File: src/rtl/core_select_encoder.sv
// rtl/core_select_encoder.sv - one-hot core select receiver, address encoder and read/restore sequencer
//
// Purpose:
//    Samples the active-low AX units, AX tens and AY select groups on a memory
//    cycle request. If every group is one-hot, it encodes them to a 9-bit address
//    and runs a destructive-readout core cycle: a read phase, then a restore
//    (write) phase, then a one-clock DONE pulse. An invalid group raises a sticky
//    select fault and skips straight to completion.
//
// Parameters:
//    READ_CYCLES   clocks o_read_en is held high (1..15)
//    WRITE_CYCLES  clocks o_write_en is held high (1..15)
//
// Ports:
//    i_clk        system clock, rising edge
//    i_reset      asynchronous active-high reset
//    i_cycle      memory cycle request, accepted only while idle
//    i_axn[7:0]   AX0N..AX7N, active-low, bit i = AXiN
//    i_axxn[7:0]  AX00N..AX70N, active-low, bit i = AX(i)0N
//    i_ayn[7:0]   AY0N..AY7N, active-low, bit i = AYiN
//    i_err_clr    clears o_sel_err (and o_err_count when present)
//    o_addr[8:0]  encoded address {AXX index, AY index, AX index}
//    o_read_en    read-phase drive
//    o_write_en   restore-phase drive
//    o_busy       cycle in progress (SAMPLE/READ/WRITE)
//    o_done       one-clock completion pulse
//    o_sel_err    sticky select-fault flag
//    o_err_count  saturating select-fault counter (only with SEL_ERR_COUNT_EN)
//
// Optional feature macro: SEL_ERR_COUNT_EN adds the o_err_count port and counter.

module core_select_encoder #(
   parameter int READ_CYCLES  = 4,
   parameter int WRITE_CYCLES = 4
) (
   input  logic       i_clk,
   input  logic       i_reset,
   input  logic       i_cycle,
   input  logic [7:0] i_axn,
   input  logic [7:0] i_axxn,
   input  logic [7:0] i_ayn,
   input  logic       i_err_clr,
   output logic [8:0] o_addr,
   output logic       o_read_en,
   output logic       o_write_en,
   output logic       o_busy,
   output logic       o_done,
   output logic       o_sel_err
`ifdef SEL_ERR_COUNT_EN
   ,
   output logic [7:0] o_err_count
`endif
);

   typedef enum logic [2:0] {
      S_IDLE,
      S_SAMPLE,
      S_READ,
      S_WRITE,
      S_FIN
   } state_t;

   localparam logic [3:0] LP_RD_LAST = 4'(READ_CYCLES - 1);
   localparam logic [3:0] LP_WR_LAST = 4'(WRITE_CYCLES - 1);

   state_t     r_state;
   logic       r_req;
   logic [3:0] r_phase_cnt;

   logic [3:0] w_ax_enc;
   logic [3:0] w_ay_enc;
   logic [3:0] w_axx_enc;
   logic       w_all_valid;

   // Returns {valid, index}: valid when exactly one bit is low, index is the
   // position of that low bit.
   function automatic logic [3:0] f_encode(input logic [7:0] grp_n);
      logic [2:0] idx;
      logic [3:0] n_low;
      idx   = 3'd0;
      n_low = 4'd0;
      for (int i = 0; i < 8; i++) begin
         if (!grp_n[i]) begin
            idx   = i[2:0];
            n_low = n_low + 4'd1;
         end
      end
      return {(n_low == 4'd1), idx};
   endfunction

   assign w_ax_enc    = f_encode(i_axn);
   assign w_ay_enc    = f_encode(i_ayn);
   assign w_axx_enc   = f_encode(i_axxn);
   assign w_all_valid = w_ax_enc[3] & w_ay_enc[3] & w_axx_enc[3];

`ifdef SEL_ERR_COUNT_EN
   logic [7:0] r_err_count;
   assign o_err_count = r_err_count;
`endif

   // r_req holds an accepted request for one clock so that SAMPLE occupies the
   // clock after the request edge; it is only armed from a quiet IDLE, so a
   // request seen in FIN or while already pending is dropped rather than queued.
   always_ff @(posedge i_clk or posedge i_reset) begin
      if (i_reset) begin
         r_state     <= S_IDLE;
         r_req       <= 1'b0;
         r_phase_cnt <= 4'd0;
         o_addr      <= 9'd0;
         o_read_en   <= 1'b0;
         o_write_en  <= 1'b0;
         o_busy      <= 1'b0;
         o_done      <= 1'b0;
         o_sel_err   <= 1'b0;
`ifdef SEL_ERR_COUNT_EN
         r_err_count <= 8'd0;
`endif
      end else begin
         o_done <= 1'b0;

         // Clear first; a fault raised in SAMPLE below overrides it.
         if (i_err_clr) begin
            o_sel_err <= 1'b0;
`ifdef SEL_ERR_COUNT_EN
            r_err_count <= 8'd0;
`endif
         end

         case (r_state)
            S_IDLE: begin
               if (r_req) begin
                  r_req   <= 1'b0;
                  r_state <= S_SAMPLE;
                  o_busy  <= 1'b1;
               end else if (i_cycle) begin
                  r_req <= 1'b1;
               end
            end

            S_SAMPLE: begin
               if (w_all_valid) begin
                  o_addr      <= {w_axx_enc[2:0], w_ay_enc[2:0], w_ax_enc[2:0]};
                  o_read_en   <= 1'b1;
                  r_phase_cnt <= 4'd0;
                  r_state     <= S_READ;
               end else begin
                  o_sel_err <= 1'b1;
`ifdef SEL_ERR_COUNT_EN
                  if (i_err_clr) begin
                     r_err_count <= 8'd1;
                  end else if (r_err_count != 8'hFF) begin
                     r_err_count <= r_err_count + 8'd1;
                  end
`endif
                  o_busy  <= 1'b0;
                  o_done  <= 1'b1;
                  r_state <= S_FIN;
               end
            end

            S_READ: begin
               if (r_phase_cnt == LP_RD_LAST) begin
                  // Hand over directly so the drives never overlap or gap.
                  o_read_en   <= 1'b0;
                  o_write_en  <= 1'b1;
                  r_phase_cnt <= 4'd0;
                  r_state     <= S_WRITE;
               end else begin
                  r_phase_cnt <= r_phase_cnt + 4'd1;
               end
            end

            S_WRITE: begin
               if (r_phase_cnt == LP_WR_LAST) begin
                  o_write_en  <= 1'b0;
                  o_busy      <= 1'b0;
                  o_done      <= 1'b1;
                  r_phase_cnt <= 4'd0;
                  r_state     <= S_FIN;
               end else begin
                  r_phase_cnt <= r_phase_cnt + 4'd1;
               end
            end

            S_FIN: begin
               r_state <= S_IDLE;
            end

            default: begin
               r_state    <= S_IDLE;
               r_req      <= 1'b0;
               o_read_en  <= 1'b0;
               o_write_en <= 1'b0;
               o_busy     <= 1'b0;
            end
         endcase
      end
   end

endmodule

File: config.mk
export PLATFORM = sky130hd
export DESIGN_NAME = core_select_encoder
export DESIGN_NICKNAME = d
export VERILOG_FILES = /design/src/rtl/core_select_encoder.sv
export SDC_FILE = /design/constraint.sdc
export NUM_CORES = 1
export LEC_CHECK = 0
export ABC_AREA = 1
export BUFFER_PORTS_ARGS = -buffer_cell sky130_fd_sc_hd__buf_2
export CAP_MARGIN = 20
export CORE_UTILIZATION = 35
export DETAILED_ROUTE_END_ITERATION = 7
export GPL_ROUTABILITY_DRIVEN = 0
export SETUP_SLACK_MARGIN = 0.3
export SLEW_MARGIN = 20
export SYNTH_ARGS = -nofsm -noshare
export SYNTH_HDL_FRONTEND = slang
export SYNTH_SLANG_ARGS = --single-unit
File: constraint.sdc
create_clock -name i_clk -period 3.9 [get_ports i_clk]
set_clock_uncertainty 0.2 [all_clocks]
set_input_delay 0 -clock i_clk [delete_from_list [all_inputs] [get_ports i_clk]]
set_output_delay 0 -clock i_clk [all_outputs]
set_load 0.01 [all_outputs]
Word-level counts from Yosys, hierarchy flattened --
Index checks and enable logic that the tools add are counted. W data, S select, Z words.
Storage, ports and cells: bits in registers 22, bits of input ports 28, logic and storage cells 132
Cells by class: add/subtract/negate cells 22, equality and inequality tests 13, muxes and demuxes 70, bitwise operators 5, reductions and logical operators 13
Operator list (count):
- $mux W4 | 23
- $add A4 B1 Y4 const B | 22
- $mux W3 | 22
- $mux W1 | 18
- $eq A4 B1 Y1 const B | 3
- $pmux W3 S4 | 1
- $ne A2 B2 Y1 const B | 5
- $reduce_and A3 Y1 | 3
- $pmux W4 S2 | 1
- $eq A3 B2 Y1 const B | 2
- $pmux W1 S3 | 2
- $reduce_or A3 Y1 | 2
- $eq A4 B2 Y1 const B | 1
- $pmux W1 S2 | 2
- $pmux W1 S4 | 1
- $reduce_and A2 Y1 | 2
- $reduce_and A4 Y1 | 1
- $reduce_or A2 Y1 | 2
- $reduce_or A4 Y1 | 1
- $eq A3 B1 Y1 const B | 1
- $eq A3 B3 Y1 const B | 1
- $logic_not A3 Y1 | 1
- $not A1 Y1 | 3
- $and A1 B1 Y1 | 2
- $reduce_bool A2 Y1 | 1

Longest topological paths before layout --
Gate-level depths: netlist of the first run.
depth in word-level cells 20, mapped depth 31

Worst setup path after synthesis of the first run --
Ideal clock, no wire load.
kind input-to-reg, start point input port i_axn[1], end point register o_addr[2], setup time 129 ps, arrival 3921 ps, path slack -349 ps, stages on the path 28, path buffers 1, cells stage by stage inv_1 > ha_1 > inv_1 > nand2_1 > nand2_2 > ha_1 > nand2_1 > nand2_1 > ha_1 > or2_2 > nand2_1 > inv_1 > ha_1 > or2_2 > nand2_1 > inv_1 > ha_1 > or2_2 > nand2_1 > inv_1 > ha_1 > nor2_1 > a21oi_2 > nor2_4 > nand3_4 > buf_6 > nand2_2 > o21ai_2
On the way: word-level cells in the longest chain between the ends 17
Ends and longest elaborated chain:
- start: declaration | line 39 | input logic [7:0] i_axn,
- $mux W4 (*) | line 83 | if (!grp_n[i]) begin
- $add A4 B1 Y4 | line 85 | n_low = n_low + 4'd1;
- $mux W4 (*) | line 83
- $add A4 B1 Y4 | line 85
- $mux W4 (*) | line 83
- $add A4 B1 Y4 | line 85
- $mux W4 (*) | line 83
- $add A4 B1 Y4 | line 85
- $mux W4 (*) | line 83
- $add A4 B1 Y4 | line 85
- $mux W4 (*) | line 83
- $add A4 B1 Y4 | line 85
- $mux W4 (*) | line 83
- $eq A4 B1 Y1 (*) | line 88 | return {(n_low == 4'd1), idx};
- $and A1 B1 Y1 (*) (2 in series) | line 94 | assign w_all_valid = w_ax_enc[3] & w_ay_enc[3] & w_axx_enc[3];
- $reduce_and A2 Y1 (no line) (*)
- end signal: assignment | line 142 | o_addr <= {w_axx_enc[2:0], w_ay_enc[2:0], w_ax_enc[2:0]};
- end: declaration | line 43 | output logic [8:0] o_addr,
Mark *: on every way between the ends. The rest lies on a longest branch, timed or not. A chain may end at the register's enable or synchronous reset.

Final worst setup path of the first run --
start point input port i_ayn[1], end point register r_phase_cnt[3]
On the way: word-level cells in the longest chain between the ends 18
Ends and longest elaborated chain:
- start: declaration | line 41 | input logic [7:0] i_ayn,
- $mux W4 (*) | line 83
- $add A4 B1 Y4 | line 85
- $mux W4 (*) | line 83
- $add A4 B1 Y4 | line 85
- $mux W4 (*) | line 83
- $add A4 B1 Y4 | line 85
- $mux W4 (*) | line 83
- $add A4 B1 Y4 | line 85
- $mux W4 (*) | line 83
- $add A4 B1 Y4 | line 85
- $mux W4 (*) | line 83
- $add A4 B1 Y4 | line 85
- $mux W4 (*) | line 83
- $eq A4 B1 Y1 (*) | line 88
- $and A1 B1 Y1 (*) (2 in series) | line 94
- $ne A2 B2 Y1 (no line) (*)
- $reduce_and A2 Y1 (no line) (*)
- end signal: assignment | line 169 | r_phase_cnt <= r_phase_cnt + 4'd1;
- end signal: assignment | line 181 | r_phase_cnt <= r_phase_cnt + 4'd1;
- end: declaration | line 68 | logic [3:0] r_phase_cnt;
Marked as above.

==> results of run 1 <==
layout by cell type, fill, tap and decap left out, types with 7 or more instances in the layout:
cell type,n
a21oi_1,12
nor2_1,23
buf_4,60
o21ai_0,11
dfrtp_1,22
o21ai_2,12
nand2_1,120
nand2_4,26
inv_1,50
dlygate4sd3_1,12
buf_6,12
inv_2,16
nand2_2,34
buf_2,35
ha_4,16
nand3b_1,7
nand3_1,40
nand3_2,15
power groups by stage:
stage | Sequential [mW] | Clock, mW | Combinational (mW)
floorplan | 0.416 | 0 | 0.565
detailed placement | 0.400 | 0 | 0.824
global route | 0.420 | 0.177 | 1.27
finish | 0.410 | 0.162 | 1.14
CTS | 0.404 | 0.167 | 1.00
global placement | 0.398 | 0 | 0.807
metal layers:
| layer | GRT usage | vias to the layer above | share of wire |
|---|---|---|---|
| li1 | - | 1693 | - |
| met1 | 0.234 | 1475 | 0.45 |
| met2 | 0.327 | 63 | 0.51 |
| met3 | 0.0160 | 10 | 0.025 |
| met4 | 0.0551 | 0 | 0.014 |
| met5 | 0 | - | 0 |
final cells by class:
| cell class | instances | area, µm² |
|---|---|---|
| Inverter | 74 | 308 |
| Sequential cell | 22 | 551 |
| Timing Repair Buffer | 127 | 1030 |
| Fill cell | 635 | 2940 |
| Tap cell | 99 | 124 |
| Clock buffer | 4 | 55.1 |
| Multi-Input combinational cell | 354 | 2400 |
final timing paths:
kind                       slack (ns)  startpoint  cells after the start             end
max in group asynchronous        2.75     i_reset                      3      r_state[2]
min reg2reg                      0.29      o_busy                      2          o_busy
max                              0.23    i_ayn[1]                     34  r_phase_cnt[3]
max reg2reg                      1.95  r_state[2]                      5  r_phase_cnt[3]
min                              0.02   i_axxn[7]                      4       o_addr[7]
min in group asynchronous        0.24     i_reset                      3       o_addr[4]
sequential cells by signal (all words and copies together) (netlist names):
signal / flops
o_read_en: 1
r_phase_cnt: 4
o_sel_err: 1
r_req: 1
o_busy: 1
o_addr: 9
o_write_en: 1
o_done: 1
r_state: 3
critical path, delay by kind of cell:
kind	cells	cell delay, ns
AOI/OAI and AO/OA	1	0.06
and+or+nand+nor	15	1.20
buffers and inverters	15	1.59
adders and majority gates	3	0.76
kinds of logic (layout without fill, tap and decap cells):
group / Yosys count / after routing / share of synthesized area
and+or+nand+nor: 288 / 288 / 0.490
buffers and inverters: 77 / 205 / 0.111
AOI/OAI and AO/OA: 43 / 43 / 0.0955
adders and majority gates: 22 / 22 / 0.100
DFF: 22 / 22 / 0.200
xor gates and xnor gates: 1 / 1 / 0.00319
repair_timing:
item                                   in CTS  in global routing
setup endpoints to repair                  19                 19
pin swaps                                  47                 49
setup buffers                              33                  9
hold buffers                               12                  0
endpoints found under the hold margin      30                  0
gates cloned                                2                  0
gates resized for setup                    61                 64
through the flow:
stage          instance area (µm²)  hold WS [ns]  std cells  TNS, ns
2_1_floorplan                 2870        -0.211        453        0
5_1_grt                       4470        0.0422        680        0
3_5_place_dp                  3410       -0.0153        620    -4.28
6_report                      4470        0.0226        680        0
3_3_place_gp                  3410       -0.0320        620    -3.10
4_1_cts                       4140      0.000785        671        0
==> metrics.txt, run 1 <==
Crit Path Category primary input to flip-flop; root buf cell clkbuf_8; VDD IR-drop max between 0.00015 and 0.0002 V; Reg power frac 0.239; final core utilization 0.604; maxcap violations 0; Post-synth top cells 156 x nand2_1, 66 x inv_1, 47 x nand3_1, 26 x nor2_1, 24 x nand2_2; synth top area cells nand2_1 21%, dfrtp_1 20%, ha_1 10%; Routed WL between 7000 and 8000 µm; Post-synth EDFFs 0; Layout Nets about 630; slowest stage delay, CP between 0.2 and 0.3 ns; unrepaired setup endpoints after global routing yes; Comb pwr share 0.666; switching part of the total 0.442; Total Die Area approximately 8200 µm²; Yosys cell types 28; drt wl/cell 11.4 µm; dominant cell type by area after synthesis nand2_1; Worst Slack Setup Final between 0.2 and 0.25 ns; fin. max-slew vios 0; Synth Instances roughly 450; Mapped Nets roughly 500; Hold Path Class primary input to flip-flop; vias post-DR around 3,200; Initial DRC Count 100; outcome completed; aggregate global routing overflow 0; Critical Path Source Type primary input; final hold vios 0; antenna violations before repair 0; die width just over 90 µm; IO buf count slightly above 40; clock net sink count 22; Post-Place Setup Slack -0.293 ns; Die H ~90 µm; layout cell share with drive strength beyond 1 0.458; CTS tree built; critical path endpoint category flip-flop; Top Ports 42; Required @ worst endpoint ~3.9 ns; synthesized cell area ~2800 µm²; clock latency on the worst-skew pair ~0.26 ns; register area share after synthesis 0.200; most frequent CP cell buf_6; Top FF cell, synth dfrtp_1; #FFs+latches synth 22; CORE AREA 7410 µm²; part of the cycle the worst path needs 0.941; DRT Pass-1 Iters 4; area grow syn2layout 62.6%; clk buf depth 2; cell internal pwr 956 µW; Synth top area share 0.213; Arr. time, crit path 3.62 ns; n_diodes 0; Clock power frac 0.095; top-count cell post-synth nand2_1; Reg clk slew, reported paths ~0.080 ns; worst-path maximum fanout 5; CTS HTree Levels 1; pwr dens 383 nW/µm²; slew margin rel. 0.450; P_sw 757 µW; CTS buffer count 3; FP Rows 31; fraction of registers with async set or reset after synthesis 1.00; Syn Area/Cell 6.07 µm²; Least-Margin Pin Slew slightly above 0.8 ns; static leakage approximately 2.4 nW; vias in the first global route 3,060; Residual DRC 0; # setup viols final 0; Syn. warnings 0; DPL Wire Length around 5300 µm; Final ANT Viol Nets 0; Peak Freq between 0.2 and 0.3 GHz; largest net degree at the start of global routing 23; Via density ~4.8; fin crit period approximately 3.7 ns; Total Power approximately 1.7 mW; first-pass GRT wire length roughly 13,000 µm; Tot GR Track Use 0.184; starting density of the core 0.371; slowest cell on the critical path ha_4
Power figures use the tool's default switching activity.
==> run 2, diff against run 1 <==
--- a/config.mk
+++ b/config.mk
@@ -5,7 +5,6 @@
 export SDC_FILE = /design/constraint.sdc
 export NUM_CORES = 1
 export LEC_CHECK = 0
-export ABC_AREA = 1
 export BUFFER_PORTS_ARGS = -buffer_cell sky130_fd_sc_hd__buf_2
 export CAP_MARGIN = 20
 export CORE_UTILIZATION = 35
==> run 2 against run 1 <==
The run now ends with setup timing left. Clock-buffer cell count stayed put. Core utilization is 0.17 points higher. Critical path depth is 7 lower. Routed wire length is 5.8% lower. Global-route usage is 0.29 points lower. Highest routed layer unchanged.
==> metrics.txt, run 2 <==
outcome finished with violations; drt wl/cell about 13 µm; pwr dens roughly 400 nW/µm²; Inst Count DP slightly above 500; Initial DRC Count 78; Post-Place Setup Slack -1.28 ns; Worst Slack Setup Final -0.733 ns; CTS buffer count 3; Mapped Nets about 370; Reg clk slew, reported paths around 0.08 ns; Crit Path Category primary input to flip-flop; vias post-DR 2,821; # setup viols final 19; Least-Margin Pin Slew 0.816 ns; fraction of registers with async set or reset after synthesis 1.00; Syn Area/Cell between 8 and 9 µm²; Routed WL 7310 µm; max FFs per register 9; critical path endpoint category flip-flop; largest net degree at the start of global routing 23; Total Power approximately 1.8 mW; unrepaired setup endpoints after global routing yes; #FFs+latches synth 22; layout cell share with drive strength beyond 1 0.472; register area share after synthesis 0.201; CORE AREA approximately 7400 µm²; failing checks setup timing; antenna violations before repair 0; Residual DRC 0; Die H between 90 and 100 µm; Critical Path Source Type primary input; dominant cell type by area after synthesis dfrtp_1; maxcap violations 0; WHS roughly 0.0069 ns; fin crit period ~4.6 ns; Arr. time, crit path 4.58 ns; fin. max-slew vios 0; vias in the first global route between 2,000 and 3,000; Peak Freq between 0.2 and 0.25 GHz; static leakage between 2 and 2.5 nW; FP Rows 31; worst-path maximum fanout 6; synth top area cells dfrtp_1 20%, ha_1 10%, xnor2_1 8.6%; Regs by FF count o_addr (9), r_phase_cnt (4), r_state (3); starting density of the core 0.370; Largest Register o_addr; Synth Instances around 320; n_diodes 0; Tot GR Track Use 0.181; Hold Path Class primary input to flip-flop; Final ANT Viol Nets 0; Layout Nets around 530; final hold vios 0; Yosys cell types 59; clk buf depth 2; Via density just under 5; slew margin rel. 0.456; CTS tree built; Syn. warnings 0; synthesized cell area around 2700 µm²; clock latency on the worst-skew pair about 0.26 ns; CTS HTree Levels 1; Required @ worst endpoint 3.85 ns; VDD IR-drop max about 0.00016 V; Synth top area share 0.201; DPL Wire Length 4990 µm; Post-synth EDFFs 0; IO buf count a little over 40; Top FF cell, synth dfrtp_1; root buf cell clkbuf_8; Post-DP Area around 3500 µm²; aggregate global routing overflow 0; Top Ports 42; area grow syn2layout 63.8%; Total Die Area about 8200 µm²; first-pass GRT wire length between 10,000 and 15,000 µm; most frequent cells in the layout 99 x buf_4, 37 x buf_2, 32 x nand2_1; top-count cell post-synth nand2_1; DRT Pass-1 Iters 4; die width 90.5 µm; clock net sink count 22; leading cell type in the layout, fill and taps excluded buf_4; Final Non-Filler Cells ~570; Post-synth top cells 35 x nand2_1, 27 x xnor2_1, 23 x inv_1, 22 x dfrtp_1, 22 x ha_1; part of the cycle the worst path needs 1.19; Finished Cell Area 4490 µm²
[run 2: cell types whose count changed after synthesis, moves of 7 or more]
cell	before	now
nand2_1	156	35
nand3_1	47	5
xnor2_1	0	27
inv_2	8	0
nand2b_1	0	10
xor2_1	1	8
nor2b_1	0	17
o21ai_2	9	0
nand3_2	9	0
a21o_1	0	7
nand2_2	24	0
or2_2	7	0
clkbuf_1	0	14
inv_1	66	23
[run 2: where the power goes]
group          total, mW  switching (mW)  leakage [nW]  internal [mW]
logic               1.30           0.546          1.85          0.753
clock network      0.162          0.0717        0.0288         0.0900
registers          0.352          0.0583         0.283          0.293
total               1.81           0.676          2.16           1.14
[run 2: repair_timing]
action,4_1_cts,5_1_grt
setup endpoints to repair,19,19
gates resized for setup,49,26
hold buffers,11,0
pin swaps,23,22
setup buffers,52,4
hold endpoints to repair,33,0
[run 2: worst max-delay path, cell delays in order]
cell and delay (ns):
buf_6 0.08, inv_4 0.03, ha_4 0.25, xnor2_4 0.18, ha_4 0.23, nor2b_4 0.12
a21o_1 0.17, ha_1 0.27, nand2b_1 0.09, nand2_1 0.06, ha_1 0.26, nor2_1 0.10
a31oi_1 0.06, a41oi_2 0.22, inv_2 0.09, ha_4 0.25, nor2_4 0.11, a21oi_2 0.04
ha_2 0.17, nor2b_4 0.12, xnor2_2 0.14, xnor2_2 0.16, a2111oi_4 0.35, nand4_1 0.22
nor4_4 0.32, buf_6 0.19, mux2_4 0.30
[run 2: logic make-up (layout without fill, tap and decap cells)]
family          count (synthesis)  after routing  synth area share
simple gates                  113            113             0.219
xor+xnor                       44             44             0.188
mux                            14             14            0.0640
buf+inv                        42            196            0.0612
compound gates                 64             64             0.166
fa+ha+maj                      22             22             0.101
flops                          22             22             0.201
[run 2: final cells by class]
cell class	count	area, µm²
Inverter	24	109
Sequential cell	22	551
Tap cell	99	124
Clock buffer	4	55.1
Timing Repair Buffer	168	1280
Multi-Input combinational cell	257	2370
Fill cell	632	2920
[run 2: path summary, 6_finish.rpt]
kind                            start        end  slack, ns  cells after the start
hold reg to reg             o_read_en  o_read_en       0.28                      1
hold / removal               i_ayn[6]  o_addr[5]      0.007                      3
max in group asynchronous     i_reset  o_addr[3]       2.75                      3
setup / recovery            i_axxn[0]  o_addr[5]      -0.73                     27
setup reg to reg           r_state[2]  o_addr[5]       1.59                      6
min in group asynchronous     i_reset  o_addr[0]       0.24                      3
[run 2: through the flow]
step / utilization / TNS [ns]
finish: 0.605 / -12.22
global route: 0.605 / -16.82
CTS: 0.584 / -12.04
detailed placement: 0.477 / -21.08
global placement: 0.477 / -20.41
floorplan: - / -14.62
[run 2: layer usage]
metal,GRT usage,share of wire,vias to the layer above
met2,0.316,0.49,55
met4,0.0793,0.034,0
met1,0.228,0.45,1310
li1,-,-,1434
met3,0.0126,0.025,22
met5,0,0,-
==> run 3, diff against run 2 <==
--- a/config.mk
+++ b/config.mk
@@ -8,6 +8,7 @@
 export BUFFER_PORTS_ARGS = -buffer_cell sky130_fd_sc_hd__buf_2
 export CAP_MARGIN = 20
 export CORE_UTILIZATION = 35
+export CTS_BUF_LIST = sky130_fd_sc_hd__clkbuf_16
 export DETAILED_ROUTE_END_ITERATION = 7
 export GPL_ROUTABILITY_DRIVEN = 0
 export SETUP_SLACK_MARGIN = 0.3
==> run 3 against run 2 <==
Critical endpoint is now o_busy. Clock-buffer cell count decreased by 1. Sequential share of layout area decreased by 0.17 points. Largest cell class unchanged. Power increased by 3.5%. The run still ends with setup timing left. Combinational power about the same. Non-clock buffer count decreased by 5. Hold slack improved by 0.0091 ns. Critical path type unchanged. Die area unchanged. Design area increased by 1.4%. Flip-flop and latch count unchanged.
==> metrics.txt, run 3 (synthesis results as in run 2) <==
Reg power frac 0.188; outcome finished with violations; layout cell share with drive strength beyond 1 0.477; fin crit period about 4.6 ns; pwr dens ~410 nW/µm²; Total Die Area approximately 8200 µm²; VDD IR-drop max around 0.00018 V; CP endpoint o_busy; Top Ports 42; starting density of the core 0.370; CTS tree built; switching part of the total 0.371; worst-path maximum fanout 4; clock net sink count 22; cell internal pwr between 1 and 1.5 mW; # setup viols final 19; DPL Wire Length roughly 5000 µm; met2 routed WL ~4000 µm; Die H between 90 and 100 µm; DRT Pass-1 Iters 4; root buf cell clkbuf_16; Layout Nets around 520; Regs by FF count o_addr (9), r_phase_cnt (4), r_state (3); Finished Cell Area roughly 4500 µm²; most frequent CP cell buf_6; R2R depth 6; RR Startpoint r_state[2]; Worst Slack Setup Final -0.653 ns; area grow syn2layout 66.1%; aggregate global routing overflow 0; clk buf depth 2; clock latency on the worst-skew pair between 0.2 and 0.3 ns; fin. max-slew vios 0; IO buf count between 40 and 50; FP Rows 31; Least-Margin Pin Slew 0.833 ns; part of the cycle the worst path needs 1.17; static leakage about 2.2 nW; Crit Path Category primary input to flip-flop; Inst Count DP between 500 and 600; slowest stage delay, CP around 0.28 ns; Required @ worst endpoint ~3.8 ns; Initial DRC Count about 120; Comb pwr share 0.699; Post-DP Area approximately 3500 µm²; maxcap violations 0; die width approximately 90 µm; vias post-DR 2,840; final hold vios 0; Peak Freq roughly 0.22 GHz; Routed WL ~8000 µm; WHS between 0.015 and 0.02 ns; CTS HTree Levels 1; drt wl/cell between 10 and 15 µm; unrepaired setup endpoints after global routing yes; Final ANT Viol Nets 0; slowest cell on the critical path ha_4; DR top layer met4; Final Non-Filler Cells 569; CORE AREA about 7400 µm²; slew margin rel. 0.430; Critical Path Source i_ayn[1]; R2R Path End o_addr[5]; Largest Register o_addr; Total Power about 1.9 mW; Residual DRC 0; largest net degree at the start of global routing 23; Via density between 4 and 5; Reg clk slew, reported paths 0.06 ns; antenna violations before repair 0; max FFs per register 9; P_sw around 700 µW; Tot GR Track Use 0.180; metal1 wirelength between 3000 and 4000 µm; Post-Place Setup Slack -1.28 ns; Hold Path Class primary input to flip-flop; WL met3 between 150 and 200 µm; final core utilization 0.614; CTS buffer count 3; failing checks setup timing; setup TNS -10.31 ns; first-pass GRT wire length 12,500 µm; critical path endpoint category flip-flop; Clock power frac 0.113; Arr. time, crit path around 4.5 ns; vias in the first global route ~2,800; most frequent cells in the layout 90 x buf_4, 37 x buf_2, 32 x nand2_1; leading cell type in the layout, fill and taps excluded buf_4; n_diodes 0; internal reg-to-reg setup slack between 1.5 and 2 ns; Critical Path Source Type primary input
-- run 3: cell types whose count changed in the layout (fill, tap and decap cells not counted), sizes merged --
cell	change
clkbuf	-1
clkinv	+1
buf	-5
-- run 3: worst min-delay path by stage --
stage | start | to | slack [ns] | cells after the start
6_report | i_ayn[6] | o_addr[5] | 0.02 | 3
5_1_grt | i_ayn[6] | o_addr[5] | 0.03 | 3
2_1_floorplan | i_reset | o_addr[0] | -0.21 | 1
3_5_place_dp | i_err_clr | o_sel_err | -0.03 | 2
3_3_place_gp | i_err_clr | o_sel_err | -0.03 | 2
4_1_cts | i_axxn[5] | o_addr[8] | 0.01 | 3
-- run 3: power groups by stage --
stage / Combinational [mW] / Clock (mW) / Sequential (mW)
3_3_place_gp: 0.907 / 0 / 0.354
3_5_place_dp: 0.925 / 0 / 0.355
2_1_floorplan: 0.609 / 0 / 0.353
5_1_grt: 1.43 / 0.225 / 0.363
6_report: 1.31 / 0.212 / 0.353
4_1_cts: 1.15 / 0.216 / 0.353
-- run 3: critical path: cells and delay by family --
family	cells	cell delay, ns
buffers and inverters	21	2.33
adders and majority gates	3	0.79
AOI/OAI and AO/OA	6	0.98
xor gates and xnor gates	1	0.12
and+or+nand+nor	3	0.24
-- run 3: timing repair --
action	4_1_cts	5_1_grt
pin swaps	22	33
hold buffers	11	0
buffers inserted	44	7
hold endpoints to repair	31	0
setup endpoints to repair	19	19
cloned	0	0
resized for setup	40	51
-- run 3: routing by layer --
layer,global-route usage,vias up
li1,-,1427
met1,0.229,1332
met2,0.317,61
met3,0.0135,20
met4,0.0685,0
met5,0,-
-- run 3: cell type report --
type / count / area, µm²
inverter: 24 / 111
tap: 99 / 124
fill: 615 / 2860
clock buffer: 3 / 75.1
sequential: 22 / 551
multi-input combinational: 257 / 2420
clock inverter: 1 / 3.75
timing repair buffer: 163 / 1260
